--- config.mk ---
export PLATFORM = sky130hd
export DESIGN_NAME = gshare_bp
export DESIGN_NICKNAME = d
export VERILOG_FILES = /design/src/rtl/gshare_bp_pkg.sv /design/src/rtl/gshare_pht.sv /design/src/rtl/gshare_bp.sv
export SDC_FILE = /design/constraint.sdc
export NUM_CORES = 2
export LEC_CHECK = 0
export CORE_AREA = 2 2 461 463
export CTS_CLUSTER_DIAMETER = 200
export DETAILED_ROUTE_END_ITERATION = 6
export DIE_AREA = 0 0 463 465
export GPL_ROUTABILITY_DRIVEN = 0
export REMOVE_ABC_BUFFERS = 1
export SLEW_MARGIN = 10
export SYNTH_ARGS = -nofsm -noshare
export SYNTH_HDL_FRONTEND = slang
export SYNTH_SLANG_ARGS = --single-unit
--- constraint.sdc ---
create_clock -name clk -period 145.2 [get_ports clk]
set_clock_uncertainty 0.2 [all_clocks]
set_input_delay 29.04 -clock clk [delete_from_list [all_inputs] [get_ports clk]]
set_output_delay 29.04 -clock clk [all_outputs]
set_load 0.01 [all_outputs]
--- src/rtl/gshare_bp_pkg.sv ---
// Shared branch-predictor types: 2-bit saturating counter, its helpers and FSM states.
// Counter helpers match the cpu_modules pht_inc/pht_dec semantics.
package gshare_bp_pkg;

  typedef logic [1:0] bp_cnt_t;

  localparam bp_cnt_t BP_CNT_WNT = 2'b01;

  typedef enum logic [0:0] {
    BP_INIT = 1'b0,
    BP_RUN  = 1'b1
  } bp_state_t;

  function automatic bp_cnt_t pht_inc(input bp_cnt_t cnt);
    if (cnt == 2'b11) begin
      return 2'b11;
    end else begin
      return cnt + 2'b01;
    end
  endfunction

  function automatic bp_cnt_t pht_dec(input bp_cnt_t cnt);
    if (cnt == 2'b00) begin
      return 2'b00;
    end else begin
      return cnt - 2'b01;
    end
  endfunction

  function automatic bp_cnt_t pht_step(input bp_cnt_t cnt, input logic taken);
    if (taken) begin
      return pht_inc(cnt);
    end else begin
      return pht_dec(cnt);
    end
  endfunction

endpackage

--- src/rtl/gshare_pht.sv ---
// Pattern history table: 1R1W array of 2-bit counters, combinational read, synchronous write.
// The write port either loads the weakly-not-taken init value or steps the addressed counter.
module gshare_pht
  import gshare_bp_pkg::*;
#(
  parameter int IDX_W = 10
) (
  input  logic             clk,
  input  logic             we_i,
  input  logic             init_i,
  input  logic             taken_i,
  input  logic [IDX_W-1:0] waddr_i,
  input  logic [IDX_W-1:0] raddr_i,
  output logic [1:0]       rdata_o
);

  localparam int DEPTH = 2 ** IDX_W;

  bp_cnt_t mem_q [DEPTH];
  bp_cnt_t wdata;

  always_comb begin
    if (init_i) begin
      wdata = BP_CNT_WNT;
    end else begin
      wdata = pht_step(mem_q[waddr_i], taken_i);
    end
  end

  // Storage is deliberately unreset; the owner sweeps it after reset.
  always_ff @(posedge clk) begin
    if (we_i) begin
      mem_q[waddr_i] <= wdata;
    end
  end

  assign rdata_o = mem_q[raddr_i];

endmodule

--- src/rtl/gshare_bp.sv ---
// Gshare branch-direction predictor: PC xor global history indexes a 2-bit counter table.
// Optional GSHARE_BYPASS_EN forwards a same-cycle update to a colliding prediction.
module gshare_bp
  import gshare_bp_pkg::*;
#(
  parameter int XLEN  = 64,
  parameter int IDX_W = 10
) (
  input  logic             clk,
  input  logic             rst_n,
  input  logic             pred_req_i,
  input  logic [XLEN-1:0]  pred_pc_i,
  output logic             pred_ready_o,
  output logic             pred_valid_o,
  output logic             pred_taken_o,
  output logic [IDX_W-1:0] pred_ghr_o,
  input  logic             upd_valid_i,
  input  logic [XLEN-1:0]  upd_pc_i,
  input  logic [IDX_W-1:0] upd_ghr_i,
  input  logic             upd_taken_i,
  input  logic             upd_mispredict_i
);

  bp_state_t        state_q, state_d;
  logic [IDX_W-1:0] init_ptr_q, init_ptr_d;
  logic [IDX_W-1:0] ghr_q, ghr_d;
  logic             pred_ready_q, pred_ready_d;
  logic             pred_valid_q, pred_valid_d;
  logic             pred_taken_q, pred_taken_d;
  logic [IDX_W-1:0] pred_ghr_q, pred_ghr_d;

  logic [IDX_W-1:0] rd_idx;
  logic [IDX_W-1:0] upd_idx;
  logic [IDX_W-1:0] pht_waddr;
  logic             pht_we;
  logic             pht_init;
  logic [1:0]       rd_cnt;
  bp_cnt_t          pred_cnt;
  logic             accept;
  logic             upd_en;
  logic             unused_pc_bits;

  assign rd_idx  = pred_pc_i[IDX_W+1:2] ^ ghr_q;
  assign upd_idx = upd_pc_i[IDX_W+1:2] ^ upd_ghr_i;
  assign accept  = pred_req_i & pred_ready_q;
  assign upd_en  = upd_valid_i & (state_q == BP_RUN);

  assign unused_pc_bits = ^{pred_pc_i[XLEN-1:IDX_W+2], pred_pc_i[1:0],
                            upd_pc_i[XLEN-1:IDX_W+2], upd_pc_i[1:0]};

  always_comb begin
    if (state_q == BP_INIT) begin
      pht_we    = 1'b1;
      pht_init  = 1'b1;
      pht_waddr = init_ptr_q;
    end else begin
      pht_we    = upd_en;
      pht_init  = 1'b0;
      pht_waddr = upd_idx;
    end
  end

  gshare_pht #(
    .IDX_W (IDX_W)
  ) u_pht (
    .clk     (clk),
    .we_i    (pht_we),
    .init_i  (pht_init),
    .taken_i (upd_taken_i),
    .waddr_i (pht_waddr),
    .raddr_i (rd_idx),
    .rdata_o (rd_cnt)
  );

`ifdef GSHARE_BYPASS_EN
  // A colliding update is visible to the prediction as if it had already been written.
  always_comb begin
    if (upd_en && (upd_idx == rd_idx)) begin
      pred_cnt = pht_step(rd_cnt, upd_taken_i);
    end else begin
      pred_cnt = rd_cnt;
    end
  end
`else
  assign pred_cnt = rd_cnt;
`endif

  always_comb begin
    state_d    = state_q;
    init_ptr_d = init_ptr_q;
    case (state_q)
      BP_INIT: begin
        init_ptr_d = init_ptr_q + {{(IDX_W-1){1'b0}}, 1'b1};
        if (init_ptr_q == {IDX_W{1'b1}}) begin
          state_d = BP_RUN;
        end else begin
          state_d = BP_INIT;
        end
      end
      BP_RUN:  state_d = BP_RUN;
      default: state_d = BP_INIT;
    endcase
    pred_ready_d = (state_d == BP_RUN);
  end

  // Mispredict repair wins over the speculative shift; the prediction still sees pre-repair ghr.
  always_comb begin
    pred_valid_d = accept;
    if (accept) begin
      pred_taken_d = pred_cnt[1];
      pred_ghr_d   = ghr_q;
    end else begin
      pred_taken_d = pred_taken_q;
      pred_ghr_d   = pred_ghr_q;
    end

    if (upd_en && upd_mispredict_i) begin
      ghr_d = {upd_ghr_i[IDX_W-2:0], upd_taken_i};
    end else if (accept) begin
      ghr_d = {ghr_q[IDX_W-2:0], pred_cnt[1]};
    end else begin
      ghr_d = ghr_q;
    end
  end

  always_ff @(posedge clk) begin
    if (!rst_n) begin
      state_q      <= BP_INIT;
      init_ptr_q   <= {IDX_W{1'b0}};
      ghr_q        <= {IDX_W{1'b0}};
      pred_ready_q <= 1'b0;
      pred_valid_q <= 1'b0;
      pred_taken_q <= 1'b0;
      pred_ghr_q   <= {IDX_W{1'b0}};
    end else begin
      state_q      <= state_d;
      init_ptr_q   <= init_ptr_d;
      ghr_q        <= ghr_d;
      pred_ready_q <= pred_ready_d;
      pred_valid_q <= pred_valid_d;
      pred_taken_q <= pred_taken_d;
      pred_ghr_q   <= pred_ghr_d;
    end
  end

  assign pred_ready_o = pred_ready_q;
  assign pred_valid_o = pred_valid_q;
  assign pred_taken_o = pred_taken_q;
  assign pred_ghr_o   = pred_ghr_q;

endmodule

==> impl_results.md <==
* Seq pwr share at approximately half
* Top Ports at about 160
* P_sw at a little under 0.3 mW
* Max-cap viol count at 0
* Critical path's slowest cell: buf_4
* Port bufs at between 40 and 50
* Drt wl/cell at about 34 um
* Worst-Margin Slew at between 1 and 1.5 ns
* Worst-path clk slew at 0.06 ns
* Core area at 211,000 um^2
* Sequential-to-total area share from yosys stat at between 60% and 70%
* Initial antenna violation count at 11
* Final Net Count at ~6,700
* Yosys top cell by area: edfxtp_1
* Cell leakage power at about 33 nW
* First-pass DRT Iterations at 7
* Gr ovfl total at 0
* Worst hold slack at ~0.28 ns
* Die Span Y at 465 um
* DRT iter0 DRCs at roughly 9,000
* Hold Crit Start: pred_ghr_o[9]$_SDFFE_PN0P_
* CTS Buf Count at 207
* Mapped Avg Cell Area at approximately 14 um^2
* Fin. Hold Viols at 0
* Postcts setup bufs at 0
* Post-route insts no fill at 9,502
* Largest cells by area after synthesis: edfxtp_1, mux4_2, mux2i_1
* Failing checks: DRC
* Worst path max stage delay at about 0.96 ns
* Distinct cell type count after synthesis at between 50 and 60
* Most common library cell in the layout ignoring fill and taps: edfxtp_1
* Dpl ws at around 110 ns
* Post-synth EDFFs at 2,048
* Max-slew headroom at about 14%
* Number of global-route vias before repair at between 50,000 and 60,000
* Worst-path maximum fanout at about 110
* Hold Path Class: reg -> reg
* Int Power at ~0.97 mW
* Routed vias at 61,900
* Cell count after synthesis at 6,684
* Critical Path AT at approximately 38 ns
* CTS tree: yes
* Clock sink total at approximately 2,100
* Pin count of the biggest net entering global routing at approximately 260
* Synth top area share at between 60 and 70%
* Power share of the clock group at ~42%
* Layout cells sized above 1 at between 10 and 15%
* #FFs+latches synth at 2,081
* Area of placed instances at about 98,000 um^2
* R2R Path Start: pred_ready_o$_SDFF_PN0_
* CTS root buf: clkbuf_16
* Gate power share at under 10%
* Status: finished, violations left
* Fill count at ~18,000
* Hpwl dp at around 170,000 um
* RSZ-0062 raised after global routing: no
* Vias per cell at ~6.5
* Yosys warns at 0
* FP Rows at about 170
* VDD IR max at about 0.000013 V
* Worst Path Required at approximately 150 ns
* Mapped cell area at 94,200 um^2
* Power Density at about 12 nW/um^2
* Crit end category: flop
* Global-route wire length before repair at about 440,000 um
* CTS Buffer Depth at 3
* GRT Util Overall at between 20 and 30%
* Final worst-path cycle share at 26.3%
* Post-route cell area at roughly 100,000 um^2
* Hold_buf cts at 0
* Most common flop cell mapped by yosys: edfxtp_1
* Setup TNS at 0 ns
* Area growth, synth to finish at 10.5%
* Bufs and invs on worst path at 7
* Worst setup path class: in -> reg
* Post-synth ARST share at 0%
* Final setup viols at 0
* Final Core Density at between 40% and 50%
* Die Wd at roughly 460 um
* Crit. Startpoint: upd_ghr_i[0]
* CP cell instances: clkdlybuf4s50_1, xnor2_1, a21o_4, buf_4, buf_4, buf_4, mux2i_1, o22ai_1, nor4_1, o22ai_1, o221a_1, nor4_1, a21oi_1, o31ai_4, buf_4, buf_4, buf_4
* Post-route DRC at 1
* Total chip power at around 1.3 mW
* Total Die Area at between 200,000 and 250,000 um^2
* Sw frac at approximately 23%
* CTS resizes at 0
* Final Max Tran Viols at 0
* Initial core utilization at ~45%
* Critical path launch point type: primary input
* Most frequent cells in the layout: edfxtp_1, nor2_1, nand2_1
* Fin crit period at between 30 and 40 ns
* ANT nets after route at 0
* Top cell by count, worst path: buf_4
* Worst-Skew Late Latency at ~0.86 ns
* CP delay by family, top: buffers and inverters
* Total Wirelength at ~320,000 um
* Fmax at ~0.026 GHz
* DP Cell Count at 9,121
* Htree depth at 4
* Slack of the critical path at approximately 110 ns
-- power by group through the flow --
stage,logic (mW),registers (mW),clock network [mW]
after global placement,0.0764,0.662,0
final,0.0778,0.650,0.529
after floorplan,0.0873,0.662,0
after detailed placement,0.0765,0.662,0
after global routing,0.0803,0.649,0.554
after CTS,0.0767,0.650,0.531
-- cell usage after synthesis (all sizes together) (2+ instances only) --
cell type,count
edfxtp,2048
o311ai,2
a32oi,45
nand4b,2
nand2,773
o2111ai,7
a221oi,59
a22o,15
a31oi,34
a21boi,14
o221a,2
nor3,16
inv,33
o22a,2
mux2i,412
xnor2,22
nor2,1061
buf,275
mux4,448
nor2b,48
o21a,5
dfxtp,33
nand4,26
a22oi,179
a211oi,63
a21o,9
o22ai,100
or3,6
a21oi,274
a311oi,8
and3,27
and2,7
clkbuf,311
o31ai,11
nor4,29
o21ai,54
nand3,205
xor2,10
-- kinds of logic after synthesis --
kind of cell	count (synthesis)	share of synthesized area [%]
AND/OR/NAND/NOR	2202	9.47
flip-flops	2081	66.0
AO/OA/AOI/OAI	889	6.24
multiplexers	860	15.1
buffers and inverters	619	2.93
XOR/XNOR	32	0.305
adder cells (fa/ha/maj)	1	0.0133
-- tightest hold or removal path, cell delays in order (launching register included) --
cell,delay (ns)
dfxtp_1,0.31
nand2_1,0.05
a21boi_0,0.07
-- routing by layer --
metal  routed length, um  track usage [%]
met5                  11                0
met4               16400             13.4
met3               33200             5.78
met2              149000             45.9
met1              120000             38.6
-- worst paths after layout --
| kind | to | slack (ns) | cells past startpoint |
|---|---|---|---|
| hold / removal | pred_ghr_o[9]$_SDFFE_PN0P_ | 0.28 | 2 |
| setup reg to reg | u_pht.mem_q[523][1]$_DFFE_PP_ | 135.10 | 17 |
| setup / recovery | u_pht.mem_q[523][1]$_DFFE_PP_ | 107.08 | 17 |
| hold reg to reg | pred_ghr_o[9]$_SDFFE_PN0P_ | 0.28 | 2 |
-- flip-flops by register name, summed over array words and instances (netlist names) --
| register | cells |
|---|---|
| u_pht.mem_q | 2048 |
| ghr_q | 10 |
| init_ptr_q | 10 |
| pred_ghr_o | 10 |
| pred_ready_o | 1 |
| pred_taken_o | 1 |
| pred_valid_o | 1 |
-- final cells by class --
type | instances | area (um^2) | area share [%]
flip-flops and latches | 2081 | 62200 | 59.7
multi-input cells | 3984 | 29900 | 28.7
clock inverters | 113 | 1010 | 0.966
inverters | 33 | 124 | 0.119
repair buffers | 202 | 1850 | 1.78
diodes | 5 | 12.5 | 0.0120
clock buffers | 263 | 5520 | 5.30
well taps | 2821 | 3530 | 3.39
(Power assumes the default switching activity.)
